[src/rtl/alu_seq_pkg.sv]
// Shared constants for the ALU sequencer: ALUOp/funct codes, FSM states, op decode.
// DIVU decode is present only when ALU_SEQ_DIVU_EN is defined.
package alu_seq_pkg;

  localparam logic [1:0] ALUOP_ADD   = 2'b00;
  localparam logic [1:0] ALUOP_SUB   = 2'b01;
  localparam logic [1:0] ALUOP_RTYPE = 2'b10;

  localparam logic [5:0] FN_ADD   = 6'b100000;
  localparam logic [5:0] FN_SUB   = 6'b100010;
  localparam logic [5:0] FN_AND   = 6'b100100;
  localparam logic [5:0] FN_OR    = 6'b100101;
  localparam logic [5:0] FN_SLT   = 6'b101010;
  localparam logic [5:0] FN_MFHI  = 6'b010000;
  localparam logic [5:0] FN_MFLO  = 6'b010010;
  localparam logic [5:0] FN_MULTU = 6'b011001;
  localparam logic [5:0] FN_DIVU  = 6'b011011;

  localparam int ITERS = 32;

  typedef enum logic [1:0] {S_IDLE, S_RUN, S_DONE} state_e;

  typedef enum logic [3:0] {
    OP_ADD, OP_SUB, OP_AND, OP_OR, OP_SLT, OP_MFHI, OP_MFLO, OP_MULTU, OP_DIVU, OP_BAD
  } op_e;

  function automatic op_e decode(input logic [1:0] alu_op, input logic [5:0] funct);
    op_e op;
    op = OP_BAD;
    case (alu_op)
      ALUOP_ADD: op = OP_ADD;
      ALUOP_SUB: op = OP_SUB;
      ALUOP_RTYPE: begin
        case (funct)
          FN_ADD:   op = OP_ADD;
          FN_SUB:   op = OP_SUB;
          FN_AND:   op = OP_AND;
          FN_OR:    op = OP_OR;
          FN_SLT:   op = OP_SLT;
          FN_MFHI:  op = OP_MFHI;
          FN_MFLO:  op = OP_MFLO;
          FN_MULTU: op = OP_MULTU;
`ifdef ALU_SEQ_DIVU_EN
          FN_DIVU:  op = OP_DIVU;
`endif
          default:  op = OP_BAD;
        endcase
      end
      default: op = OP_BAD;
    endcase
    return op;
  endfunction

endpackage

[src/rtl/alu_seq_step.sv]
// One iteration of the multi-cycle datapath: shift-add multiply or restoring divide.
// The divide path is built only when ALU_SEQ_DIVU_EN is defined.
module alu_seq_step
  import alu_seq_pkg::*;
(
  input  logic        is_div,
  input  logic [31:0] hi,
  input  logic [31:0] lo,
  input  logic [31:0] opnd,
  output logic [31:0] hi_nx,
  output logic [31:0] lo_nx
);

  logic [32:0] sum;
`ifdef ALU_SEQ_DIVU_EN
  logic [32:0] shifted;
  logic [33:0] diff;
`else
  logic unused_div;
  assign unused_div = is_div;
`endif

  always_comb begin
    // Multiply: {hi,lo} holds partial product over the remaining multiplier bits.
    sum   = {1'b0, hi} + {1'b0, (lo[0] ? opnd : 32'd0)};
    hi_nx = sum[32:1];
    lo_nx = {sum[0], lo[31:1]};
`ifdef ALU_SEQ_DIVU_EN
    // Divide: hi is the partial remainder, lo shifts dividend out and quotient in.
    shifted = {hi, lo[31]};
    diff    = {1'b0, shifted} - {2'b00, opnd};
    if (is_div) begin
      if (!diff[33]) begin
        hi_nx = diff[31:0];
        lo_nx = {lo[30:0], 1'b1};
      end else begin
        hi_nx = shifted[31:0];
        lo_nx = {lo[30:0], 1'b0};
      end
    end
`endif
  end

endmodule

[src/rtl/alu_sequencer.sv]
// MIPS-style ALU sequencer: single-cycle ALU ops plus 32-iteration MULTU (and DIVU
// when ALU_SEQ_DIVU_EN is defined) into internal HI/LO registers.
module alu_sequencer
  import alu_seq_pkg::*;
(
  input  logic        clk,
  input  logic        reset,
  input  logic        in_valid,
  output logic        in_ready,
  input  logic [1:0]  alu_op,
  input  logic [5:0]  funct,
  input  logic [31:0] a,
  input  logic [31:0] b,
  output logic [31:0] result,
  output logic        out_valid,
  output logic        err,
  output logic        busy
);

  state_e      state;
  logic [4:0]  cnt;
  logic [31:0] hi, lo;
  logic [31:0] wk_hi, wk_lo, opnd;
  logic        is_div;
  logic [31:0] hi_nx, lo_nx;
  logic [31:0] alu_res;
  op_e         op;

  assign op = decode(alu_op, funct);

  always_comb begin
    alu_res = '0;
    case (op)
      OP_ADD:  alu_res = a + b;
      OP_SUB:  alu_res = a - b;
      OP_AND:  alu_res = a & b;
      OP_OR:   alu_res = a | b;
      OP_SLT:  alu_res = {31'd0, ($signed(a) < $signed(b))};
      OP_MFHI: alu_res = hi;
      OP_MFLO: alu_res = lo;
      default: alu_res = '0;
    endcase
  end

  alu_seq_step u_step (
    .is_div (is_div),
    .hi     (wk_hi),
    .lo     (wk_lo),
    .opnd   (opnd),
    .hi_nx  (hi_nx),
    .lo_nx  (lo_nx)
  );

  always_ff @(posedge clk) begin
    if (reset) begin
      state     <= S_IDLE;
      cnt       <= '0;
      hi        <= '0;
      lo        <= '0;
      wk_hi     <= '0;
      wk_lo     <= '0;
      opnd      <= '0;
      is_div    <= 1'b0;
      result    <= '0;
      out_valid <= 1'b0;
      err       <= 1'b0;
      busy      <= 1'b0;
      in_ready  <= 1'b1;
    end else begin
      out_valid <= 1'b0;
      err       <= 1'b0;
      case (state)
        S_IDLE: if (in_valid) begin
          case (op)
            OP_MULTU: begin
              wk_hi    <= '0;
              wk_lo    <= b;
              opnd     <= a;
              is_div   <= 1'b0;
              cnt      <= '0;
              state    <= S_RUN;
              busy     <= 1'b1;
              in_ready <= 1'b0;
            end
`ifdef ALU_SEQ_DIVU_EN
            OP_DIVU: begin
              wk_hi    <= '0;
              wk_lo    <= a;
              opnd     <= b;
              is_div   <= 1'b1;
              cnt      <= '0;
              state    <= S_RUN;
              busy     <= 1'b1;
              in_ready <= 1'b0;
            end
`endif
            OP_BAD: begin
              result    <= '0;
              err       <= 1'b1;
              out_valid <= 1'b1;
            end
            default: begin
              result    <= alu_res;
              out_valid <= 1'b1;
            end
          endcase
        end
        S_RUN: begin
          wk_hi <= hi_nx;
          wk_lo <= lo_nx;
          cnt   <= cnt + 5'd1;
          // Last iteration commits straight into HI/LO as DONE is entered.
          if (cnt == 5'(ITERS - 1)) begin
            hi    <= hi_nx;
            lo    <= lo_nx;
            state <= S_DONE;
          end
        end
        S_DONE: begin
          result    <= lo;
          out_valid <= 1'b1;
          state     <= S_IDLE;
          busy      <= 1'b0;
          in_ready  <= 1'b1;
        end
        default: state <= S_IDLE;
      endcase
    end
  end

endmodule

[config.mk]
export PLATFORM = sky130hd
export DESIGN_NAME = alu_sequencer
export DESIGN_NICKNAME = d
export VERILOG_FILES = /design/src/rtl/alu_seq_pkg.sv /design/src/rtl/alu_seq_step.sv /design/src/rtl/alu_sequencer.sv
export SDC_FILE = /design/constraint.sdc
export NUM_CORES = 1
export LEC_CHECK = 0
export ABC_CLOCK_PERIOD_IN_PS = 3500
export CAP_MARGIN = 15
export CORE_ASPECT_RATIO = 0.9
export CORE_UTILIZATION = 55
export CTS_BUF_LIST = sky130_fd_sc_hd__clkbuf_8
export DETAILED_ROUTE_END_ITERATION = 8
export HOLD_SLACK_MARGIN = 0.15
export PLACE_DENSITY = 0.72
export SLEW_MARGIN = 20
export SYNTH_ARGS = -nofsm -noshare
export SYNTH_HDL_FRONTEND = slang
export SYNTH_SLANG_ARGS = --single-unit
[constraint.sdc]
create_clock -name clk -period 3.5 [get_ports clk]
set_input_delay 0.525 -clock clk [delete_from_list [all_inputs] [get_ports clk]]
set_output_delay 0.525 -clock clk [all_outputs]
set_load 0.05 [all_outputs]
==> results_dict.tcl, run 1 <==
set metrics [dict create \
    worstReg2RegEnd "hi[30]" \
    critPathRequiredTime_ps 4000 \
    nets 2577 \
    rr_worst_depth 13 \
    dieHeight_um 159.1 \
    ant_nets 0 \
    drive_above_1_share_pct 17.05 \
    synth_compound_area_share_pct 28.40 \
    root_buffer "clkbuf_8" \
    fp.dieW_um 176.5 \
    status "complete, no violations" \
    hold_violations 0 \
    intPower_mw 4.346 \
    clock_skew_ps 16.85 \
    clk_pin_slew_worst_paths_ps 70 \
    antenna_found_initial 0 \
    path_class "input pin to flip-flop" \
    hold_path.class "input pin to flip-flop" \
    dr.pass1.iters 6 \
    crit_top_cell "a21oi_1" \
    synth_edf_count 0 \
    grt_pass1_wl_um 89640 \
    hold_path_depth 3 \
    slowest_delay_ps 560 \
    htreeDepth 2 \
    p_sw_mw 1.968 \
    sequentialPowerShare_pct 37.3 \
    synth_top_family_by_area "compound AO/OA/AOI/OAI gates" \
    cts_tree "built" \
    critPathMaxFanout 3 \
    vias 16920 \
    synth-async-reset-ratio_pct 0 \
    tns_ps 0 \
    grt_max_degree 124 \
    crit_chain "clkdlybuf4s50_1, inv_1, fa_1, o21bai_1, a21oi_1, o31ai_2, nand2_1, a41oi_2, buf_4, o221a_2, a21oi_1, or3_1, a2111o_1, a31oi_1" \
    clock_sinks 203 \
    min-delay-start "a[0]" \
    antenna_cells 0 \
    cts.hold.buffers_added 0 \
    path_buf_inv 3 \
    setup_viol 0 \
    r2r_slack_ps 140 \
    synthSimpleGateAreaFrac_pct 22.88 \
    yosysSeqAreaShare_pct 26.96 \
    critical_path_arrival_ps 3920 \
    gr-total-overflow 0 \
    cts_buffer_depth 3 \
    finalCriticalPeriod_ps 3420 \
    dp_hpwl_um 43650 \
    numCtsBuffers 36 \
    clkPwrFrac_pct 38.4 \
    drv_slew 0 \
    start_util_pct 55.92 \
    setup_ws_ps 79.71 \
    area_growth_pct 28.39 \
    pin_count 111 \
    fmax_ghz 0.2924 \
    final_cell_mix "nand2_1 (321), buf_4 (282), a21oi_1 (233)" \
    pre_cts_ws_ps -599.5 \
    route.detailed.drc 0 \
    drt-initial-drc-count 1781 \
    crit_family "compound AO/OA/AOI/OAI gates" \
    leakagePower_nw 8.294 \
    synth.ff_latch_count 203 \
    synth_area_mm2 0.01507 \
    vdd_ir_drop_max_v 0.0003292 \
    wl_um 58730 \
    r2r_start "wk_lo[0]" \
    syn_nets 2272 \
    switching_share_pct 31.17 \
    max_cap_viol_count 0 \
    grt_usage_pct 41.01 \
    synth_flop_cell "dfxtp_1" \
    fin_util_pct 71.80 \
    port_buffers 110 \
    hold_end "opnd[0]" \
    gp_congestion 1.026 \
    synth_cell_types 92 \
    vias_per_cell 6.199 \
    synthAdderAreaFrac_pct 12.60 \
    grt_pass1_vias 16280 \
    final_common_cell "nand2_1" \
    post_synth_mux_area_share_pct 0.2739 \
    timing.final.crit_share_pct 97.72 \
    powerDensity_mw_per_mm2 326.2 \
    synth-xor-area-share_pct 2.615 \
    rows 57 \
    syn_inst 2047 \
    cp-end-kind "flip-flop" \
    timing.slew.headroom_pct 42.43 \
    worstMarginPinSlew_ps 860.7 \
    crit_path_start_kind "input pin" \
    syn_area_per_cell_um2 7.364 \
    coreArea_mm2 0.02696 \
    critPathSlowestCell "clkdlybuf4s50_1" \
    pwr-share-comb_pct 24.3 \
    wl_per_cell_um 21.51 \
    dieArea_mm2 0.02808 \
    worstSkewPairLatency_ps 580 \
    yosysWarnings 0 \
]
## cell usage after synthesis (15+ instances only)
| master | number | area [um2] |
|---|---|---|
| a211o_1 | 16 | 140.1 |
| a211oi_1 | 32 | 240.2 |
| a21o_1 | 36 | 270.3 |
| a21oi_1 | 238 | 1191 |
| a221oi_1 | 26 | 227.7 |
| a22oi_1 | 16 | 120.1 |
| a311oi_1 | 36 | 315.3 |
| a31oi_1 | 23 | 143.9 |
| and2_1 | 36 | 225.2 |
| clkbuf_1 | 110 | 412.9 |
| dfxtp_1 | 203 | 4064 |
| ha_1 | 147 | 1839 |
| inv_1 | 102 | 382.9 |
| nand2_1 | 322 | 1209 |
| nand2b_1 | 21 | 131.4 |
| nand3_1 | 43 | 215.2 |
| nor2_1 | 200 | 750.7 |
| nor3_1 | 37 | 185.2 |
| o21ai_0 | 81 | 405.4 |
| o21bai_1 | 16 | 120.1 |
| o31ai_1 | 15 | 112.6 |
| xnor2_1 | 35 | 306.5 |
## how the worst max path moves through the flow
stage,start,to,cells past startpoint
2_1_floorplan,wk_lo[0],hi[30],13
3_3_place_gp,a[0],result[26],15
3_5_place_dp,a[0],result[26],15
4_1_cts,wk_lo[0],hi[27],16
5_1_grt,wk_lo[0],hi[30],13
6_report,a[1],result[26],14
## kinds of logic (layout without fill, tap and decap cells)
family | Yosys count | count (layout)
simple gates | 757 | 757
compound gates | 648 | 648
buf+inv | 240 | 569
flops | 203 | 203
fa+ha+maj | 150 | 150
xor+xnor | 45 | 45
mux | 4 | 4
## final cells by class
cell class	instances	area, um2
multi-input combinational	1604	10220
fill	2239	7604
sequential	203	4068
timing repair buffer	403	3442
clock buffer	49	674.4
tap	354	442.9
inverter	104	390.4
clock inverter	13	113.9
## registers in the layout (all words and copies together) (netlist names)
register / count
busy: 1
cnt: 5
err: 1
hi: 32
in_ready: 1
lo: 32
opnd: 32
out_valid: 1
result: 32
state: 2
wk_hi: 32
wk_lo: 32
## metal layers
metal / wire, um / track usage (%) / vias up
li1: - / - / 7892
met1: 23860 / 52.79 / 8010
met2: 26400 / 65.45 / 839
met3: 4982 / 6.423 / 182
met4: 3479 / 22.30 / 0
met5: 0 / 0 / -
## power groups by stage
stage          sequential, mW  combinational, mW  clock (mW)
6_report                 2.36               1.53        2.43
3_5_place_dp             2.41               1.48           0
3_3_place_gp             2.41               1.47           0
5_1_grt                  2.36               1.63        2.54
2_1_floorplan            2.49              0.682           0
4_1_cts                  2.36               1.49        2.44
## per-stage QoR
stage / cell area [um2] / power, mW / hold slack (ps) / std cells
after floorplan: 15070 / 3.174 / 431.7 / 2047
after detailed placement: 18430 / 3.882 / 443.7 / 2666
final: 19350 / 6.313 / 307.7 / 2730
after CTS: 19230 / 6.279 / 428.8 / 2728
after global routing: 19350 / 6.529 / 305.6 / 2730
after global placement: 18420 / 3.875 / 437.5 / 2666
## repair_timing
| action | CTS | global route |
|---|---|---|
| gates resized for setup | 3 | 22 |
| cloned | 0 | 0 |
| setup endpoints to repair | 13 | 24 |
| buffers inserted | 0 | 1 |
| pin swaps | 2 | 9 |
## worst min-delay path, stage by stage
cell            delay, ps
dlymetal6s2s_1        170
nand2_1                80
a21oi_1                60
Note: power is estimated with default switching activity, not from simulation.
==> run 2, diff against run 1 <==
--- a/config.mk
+++ b/config.mk
@@ -13,6 +13,7 @@
 export DETAILED_ROUTE_END_ITERATION = 8
 export HOLD_SLACK_MARGIN = 0.15
 export PLACE_DENSITY = 0.72
+export RECOVER_POWER = 100
 export SLEW_MARGIN = 20
 export SYNTH_ARGS = -nofsm -noshare
 export SYNTH_HDL_FRONTEND = slang
==> run 2 against run 1 <==
- the flow now finishes with violations (max-capacitance violations, max-slew violations)
- combinational power about the same
- power is 0.15% lower
- sequential power hardly changed
- wire length is essentially flat
- cell count did not move
- maximum frequency is 0.36% lower
- critical path depth did not move
- via count grew 0.43%
- die area unchanged
- global-route usage unchanged
- hold slack worse by 9.4 ps
- clock skew grew 1.3 ps
- largest power group unchanged
==> results_dict.tcl, run 2 (synthesis gave the netlist of run 1 again) <==
set metrics [dict create \
    gp_congestion 1.026 \
    leakagePower_nw 8.341 \
    route.detailed.drc 0 \
    wl_per_cell_um 21.51 \
    finalCriticalPeriod_ps 3433 \
    gr-total-overflow 0 \
    clock_sinks 203 \
    ant_nets 0 \
    antenna_found_initial 0 \
    worstSkewPairLatency_ps 580 \
    pre_cts_ws_ps -599.5 \
    cts.hold.buffers_added 0 \
    drv_slew 35 \
    vias 17000 \
    startpoint "a[1]" \
    critical_path_arrival_ps 3930 \
    final_common_cell "nand2_1" \
    grt_max_degree 124 \
    drt-initial-drc-count 1796 \
    nets 2577 \
    htreeDepth 2 \
    vdd_ir_drop_max_v 0.0003294 \
    path_class "input pin to flip-flop" \
    endpoint "result[26]" \
    crit_path_start_kind "input pin" \
    dieArea_mm2 0.02808 \
    timing.slew.headroom_pct -1.658 \
    hold_violations 0 \
    violations "max-capacitance violations, max-slew violations" \
    tns_ps 0 \
    r2r_slack_ps 130 \
    dp_hpwl_um 43650 \
    wl_um 58730 \
    rows 57 \
    rr_worst_depth 13 \
    fmax_ghz 0.2913 \
    cts_buffer_depth 3 \
    powerDensity_mw_per_mm2 327.2 \
    clock_skew_ps 18.15 \
    coreArea_mm2 0.02696 \
    hold_path.class "input pin to flip-flop" \
    grt_pass1_wl_um 89640 \
    critPathMaxFanout 3 \
    final_cell_mix "nand2_1 (321), buf_4 (275), a21oi_1 (233)" \
    dr.pass1.iters 8 \
    root_buffer "clkbuf_8" \
    status "complete, but fails checks" \
    worstMarginPinSlew_ps 1525 \
    dieHeight_um 159.1 \
    critPathRequiredTime_ps 4000 \
    fp.dieW_um 176.5 \
    drive_above_1_share_pct 16.84 \
    grt_usage_pct 41.01 \
    grt_pass1_vias 16280 \
    setup_viol 0 \
    vias_per_cell 6.225 \
    antenna_cells 0 \
    port_buffers 110 \
    numCtsBuffers 36 \
    r2r_start "wk_lo[0]" \
    setup_ws_ps 67.31 \
    start_util_pct 55.92 \
    timing.final.crit_share_pct 98.08 \
    cts_tree "built" \
    pin_count 111 \
    area_growth_pct 27.81 \
    clk_pin_slew_worst_paths_ps 70 \
    cp-end-kind "flip-flop" \
    max_cap_viol_count 1 \
    worstReg2RegEnd "hi[30]" \
]
run 2: changes by cell type in the layout (fill, tap and decap cells not counted), sizes merged:
cell / previous run / this run
clkbuf: 49 / 60
dlygate4sd3: 0 / 37
buf: 294 / 283
clkdlybuf4s50: 108 / 71
run 2: per-layer routing:
layer  vias to the layer above  wire [um]  GRT usage [%]
met4                         0       3489          22.30
li1                       7888          -              -
met2                       858      26370          65.45
met3                       192       4913          6.423
met1                      8057      23960          52.79
met5                         -          0              0
run 2: where the power goes:
group	internal (mW)	switching, mW
clock network	1.34	1.09
logic	0.661	0.859
registers	2.34	0.0177
run 2: what timing repair did:
item	4_1_cts	5_1_grt
buffers inserted	0	1
gates cloned	0	0
resized for setup	3	22
pin swaps	2	9
endpoints found under the setup margin	13	24
run 2: area by class of cell:
type | count | area, um2
multi-input combinational | 1604 | 10210
fill | 2254 | 7692
sequential | 203 | 4068
timing repair buffer | 403 | 3366
clock buffer | 49 | 674.4
tap | 354 | 442.9
inverter | 104 | 390.4
clock inverter | 13 | 113.9
run 2: metrics by stage:
step | total power [mW] | instances | hold WS, ps | util (%) | area, um2
after floorplan | 3.174 | 2047 | 431.7 | - | 15070
after global placement | 3.875 | 2666 | 437.5 | 68.33 | 18420
after detailed placement | 3.882 | 2666 | 443.7 | 68.36 | 18430
after CTS | 6.279 | 2728 | 428.8 | 71.32 | 19230
after global routing | 6.518 | 2730 | 305.6 | 71.47 | 19270
final | 6.304 | 2730 | 298.3 | 71.47 | 19270
run 2: worst min path at each step:
stage / start / to / slack (ps) / cells past startpoint
finish: a[0] / opnd[0] / 300 / 3
global route: a[0] / opnd[0] / 310 / 3
CTS: reset / hi[21] / 430 / 2
detailed placement: opnd[20] / opnd[20] / 440 / 2
global placement: opnd[1] / opnd[1] / 440 / 2
floorplan: opnd[0] / opnd[0] / 430 / 2
run 2: critical path, cell delays in order:
cell and delay [ps]:
clkdlybuf4s50_1 560, inv_1 110, fa_1 440, o21bai_1 180, a21oi_1 130, o31ai_2 360, nand2_1 160, a41oi_2 210
buf_4 160, o221a_2 210, a21oi_1 60, or3_1 330, a2111o_1 370, a31oi_1 120
==> run 3, diff against run 2 <==
--- a/config.mk
+++ b/config.mk
@@ -7,12 +7,14 @@
 export LEC_CHECK = 0
 export ABC_CLOCK_PERIOD_IN_PS = 3500
 export CAP_MARGIN = 15
+export CELL_PAD_IN_SITES_DETAIL_PLACEMENT = 1
+export CELL_PAD_IN_SITES_GLOBAL_PLACEMENT = 2
 export CORE_ASPECT_RATIO = 0.9
-export CORE_UTILIZATION = 55
+export CORE_UTILIZATION = 36
 export CTS_BUF_LIST = sky130_fd_sc_hd__clkbuf_8
 export DETAILED_ROUTE_END_ITERATION = 8
 export HOLD_SLACK_MARGIN = 0.15
-export PLACE_DENSITY = 0.72
+export PLACE_DENSITY = 0.79
 export RECOVER_POWER = 100
 export SLEW_MARGIN = 20
 export SYNTH_ARGS = -nofsm -noshare
==> run 3 against run 2 <==
- the run still ends with max-capacitance violations, max-slew violations left
- cell count increased by 8.8%
- setup slack improved by 46 ps
- final area increased by 3.7%
- largest power group unchanged
- critical path type unchanged
- utilization decreased by 23 points
- flip-flop and latch count unchanged
- clock power increased by 8.6%
- sequential share of layout area decreased by 0.75 points
==> results_dict.tcl, run 3 (synthesis gave the netlist of run 1 again) <==
set metrics [dict create \
    violations "max-capacitance violations, max-slew violations" \
    critPathRequiredTime_ps 4010 \
    final_cell_mix "nand2_1 (322), buf_4 (319), a21oi_1 (232)" \
    drive_above_1_share_pct 18.87 \
    max_cap_viol_count 1 \
    startpoint "a[17]" \
    use_met3_pct 4.171 \
    switching_share_pct 32.49 \
    pwr-share-comb_pct 24.3 \
    pin_count 111 \
    crit_chain "clkdlybuf4s50_1, inv_1, ha_1, nor2b_1, o21ai_0, a21oi_1, nor4_2, buf_4, nand4_1, a311oi_2, buf_4, o31ai_1, and4_1, nor3_1, a31oi_1" \
    numCtsBuffers 40 \
    crit_path_start_kind "input pin" \
    hold_path_depth 3 \
    powerDensity_mw_per_mm2 330.8 \
    critPathMaxFanout 3 \
    grt_max_degree 108 \
    critPathSlowestCell "clkdlybuf4s50_1" \
    vias 17060 \
    clock_skew_ps 42.15 \
    multi_input_area_mm2 0.01024 \
    worstMarginPinSlew_ps 1668 \
    finalCriticalPeriod_ps 3387 \
    min-delay-start "a[16]" \
    seq_area_mm2 0.004068 \
    whs_ps 342.1 \
    vias_per_cell 5.745 \
    r2r_slack_ps 130 \
    route.detailed.drc 0 \
    setup_ws_ps 113.1 \
    nets 2626 \
    worstReg2RegEnd "wk_hi[30]" \
    hold_violations 0 \
    grt-busiest-layer "met2" \
    fp.dieW_um 217.7 \
    htreeDepth 2 \
    gp_congestion 0.9737 \
    fin_util_pct 48.73 \
    power.total_mw 6.608 \
    status "complete, but fails checks" \
    stdcell_count 2969 \
    final_common_cell "nand2_1" \
    setup_viol 0 \
    critical_path_arrival_ps 3900 \
    drv_slew 64 \
    worstSkewPairLatency_ps 630 \
    hold_path.class "input pin to flip-flop" \
    grt_pass1_wl_um 105900 \
    drt-initial-drc-count 1212 \
    cts_tree "built" \
    grt_pass1_vias 17400 \
    p_sw_mw 2.147 \
    crit_top_cell "buf_4" \
    fillers 5108 \
    timing.slew.headroom_pct -11.21 \
    r2r_start "wk_lo[0]" \
    slowest_delay_ps 600 \
    timing.final.crit_share_pct 96.77 \
    dp_hpwl_um 53920 \
    fmax_ghz 0.2953 \
    rr_worst_depth 14 \
    start_util_pct 36.78 \
    ant_nets 0 \
    dieHeight_um 196.1 \
    coreArea_mm2 0.04099 \
    cts_buffer_depth 3 \
    clk_pin_slew_worst_paths_ps 60 \
    antenna_found_initial 2 \
    port_buffers 110 \
    intPower_mw 4.462 \
    area_growth_pct 32.50 \
    dr.pass1.iters 5 \
    wl_um 70870 \
    clock_sinks 203 \
    pre_cts_ws_ps -674.9 \
    vdd_ir_drop_max_v 0.0004284 \
    grtUsageMet1_pct 43.40 \
    dieArea_mm2 0.04270 \
    hold_end "opnd[16]" \
    wl_per_cell_um 23.87 \
    root_buffer "clkbuf_8" \
    rows 70 \
    sequentialPowerShare_pct 35.7 \
    place_inst 2895 \
    clkPwrFrac_pct 40.0 \
    crit_family "simple AND/OR/NAND/NOR gates" \
    gr-total-overflow 0 \
    cp-end-kind "flip-flop" \
    path_depth 15 \
    leakagePower_nw 8.632 \
    grt_usage_pct 32.66 \
    path_buf_inv 4 \
    path_class "input pin to flip-flop" \
    use_met2_pct 54.10 \
]
-- run 3: cell types whose count changed in the layout (fill, tap and decap cells not counted), moves of 4 or more --
cell | before | now
clkbuf_2 | 6 | 2
buf_4 | 275 | 319
clkinv_2 | 4 | 8
and2_1 | 35 | 31
-- run 3: per-layer routing --
layer,up-vias,share of wire (%)
li1,7988,-
met1,8479,45
met2,463,46
met3,126,5.3
met4,0,3.5
met5,-,0
-- run 3: layout make-up --
class | count | share of cell area, %
multi-input combinational | 1604 | 51.25
sequential | 203 | 20.36
timing repair buffer | 448 | 18.85
clock inverter | 22 | 1.002
clock buffer | 46 | 3.170
inverter | 104 | 1.954
tap | 540 | 3.383
antenna | 2 | 0.02506
-- run 3: repair_timing --
action,4_1_cts,5_1_grt
hold buffers,0,0
gates resized for setup,5,40
setup endpoints to repair,20,30
buffers inserted,1,3
pin swaps,3,12
-- run 3: worst register-to-register path, cell delays in order (launching register included) --
cell and delay, ps:
dfxtp_4 390, and2_1 200, ha_1 260, a211oi_2 230
o21bai_2 120, a31oi_1 200, buf_4 170, a31oi_4 110
a2111oi_4 500, nor3_2 140, o31ai_2 240, buf_4 160
o31a_1 210, nor4_1 70, a211o_1 290
-- run 3: metrics by stage --
step | instance area (um2) | setup TNS (ps)
after floorplan | 15070 | 0
after global placement | 19000 | -9172
after detailed placement | 19000 | -12810
after CTS | 19860 | 0
after global routing | 19970 | -12.35
final | 19970 | 0
-- run 3: worst max path at each step --
stage	end	slack [ps]
after floorplan	hi[30]	290
after global placement	result[30]	-570
after detailed placement	result[30]	-670
after CTS	wk_hi[23]	1
after global routing	hi[30]	-10
final	result[30]	110
-- run 3: power groups by stage --
stage                     Clock (mW)  Combinational, mW  Sequential [mW]
after floorplan                    0              0.682             2.49
after global placement             0               1.56             2.41
after detailed placement           0               1.57             2.41
after CTS                       2.71               1.58             2.36
after global routing            2.79               1.71             2.36
final                           2.64               1.60             2.36
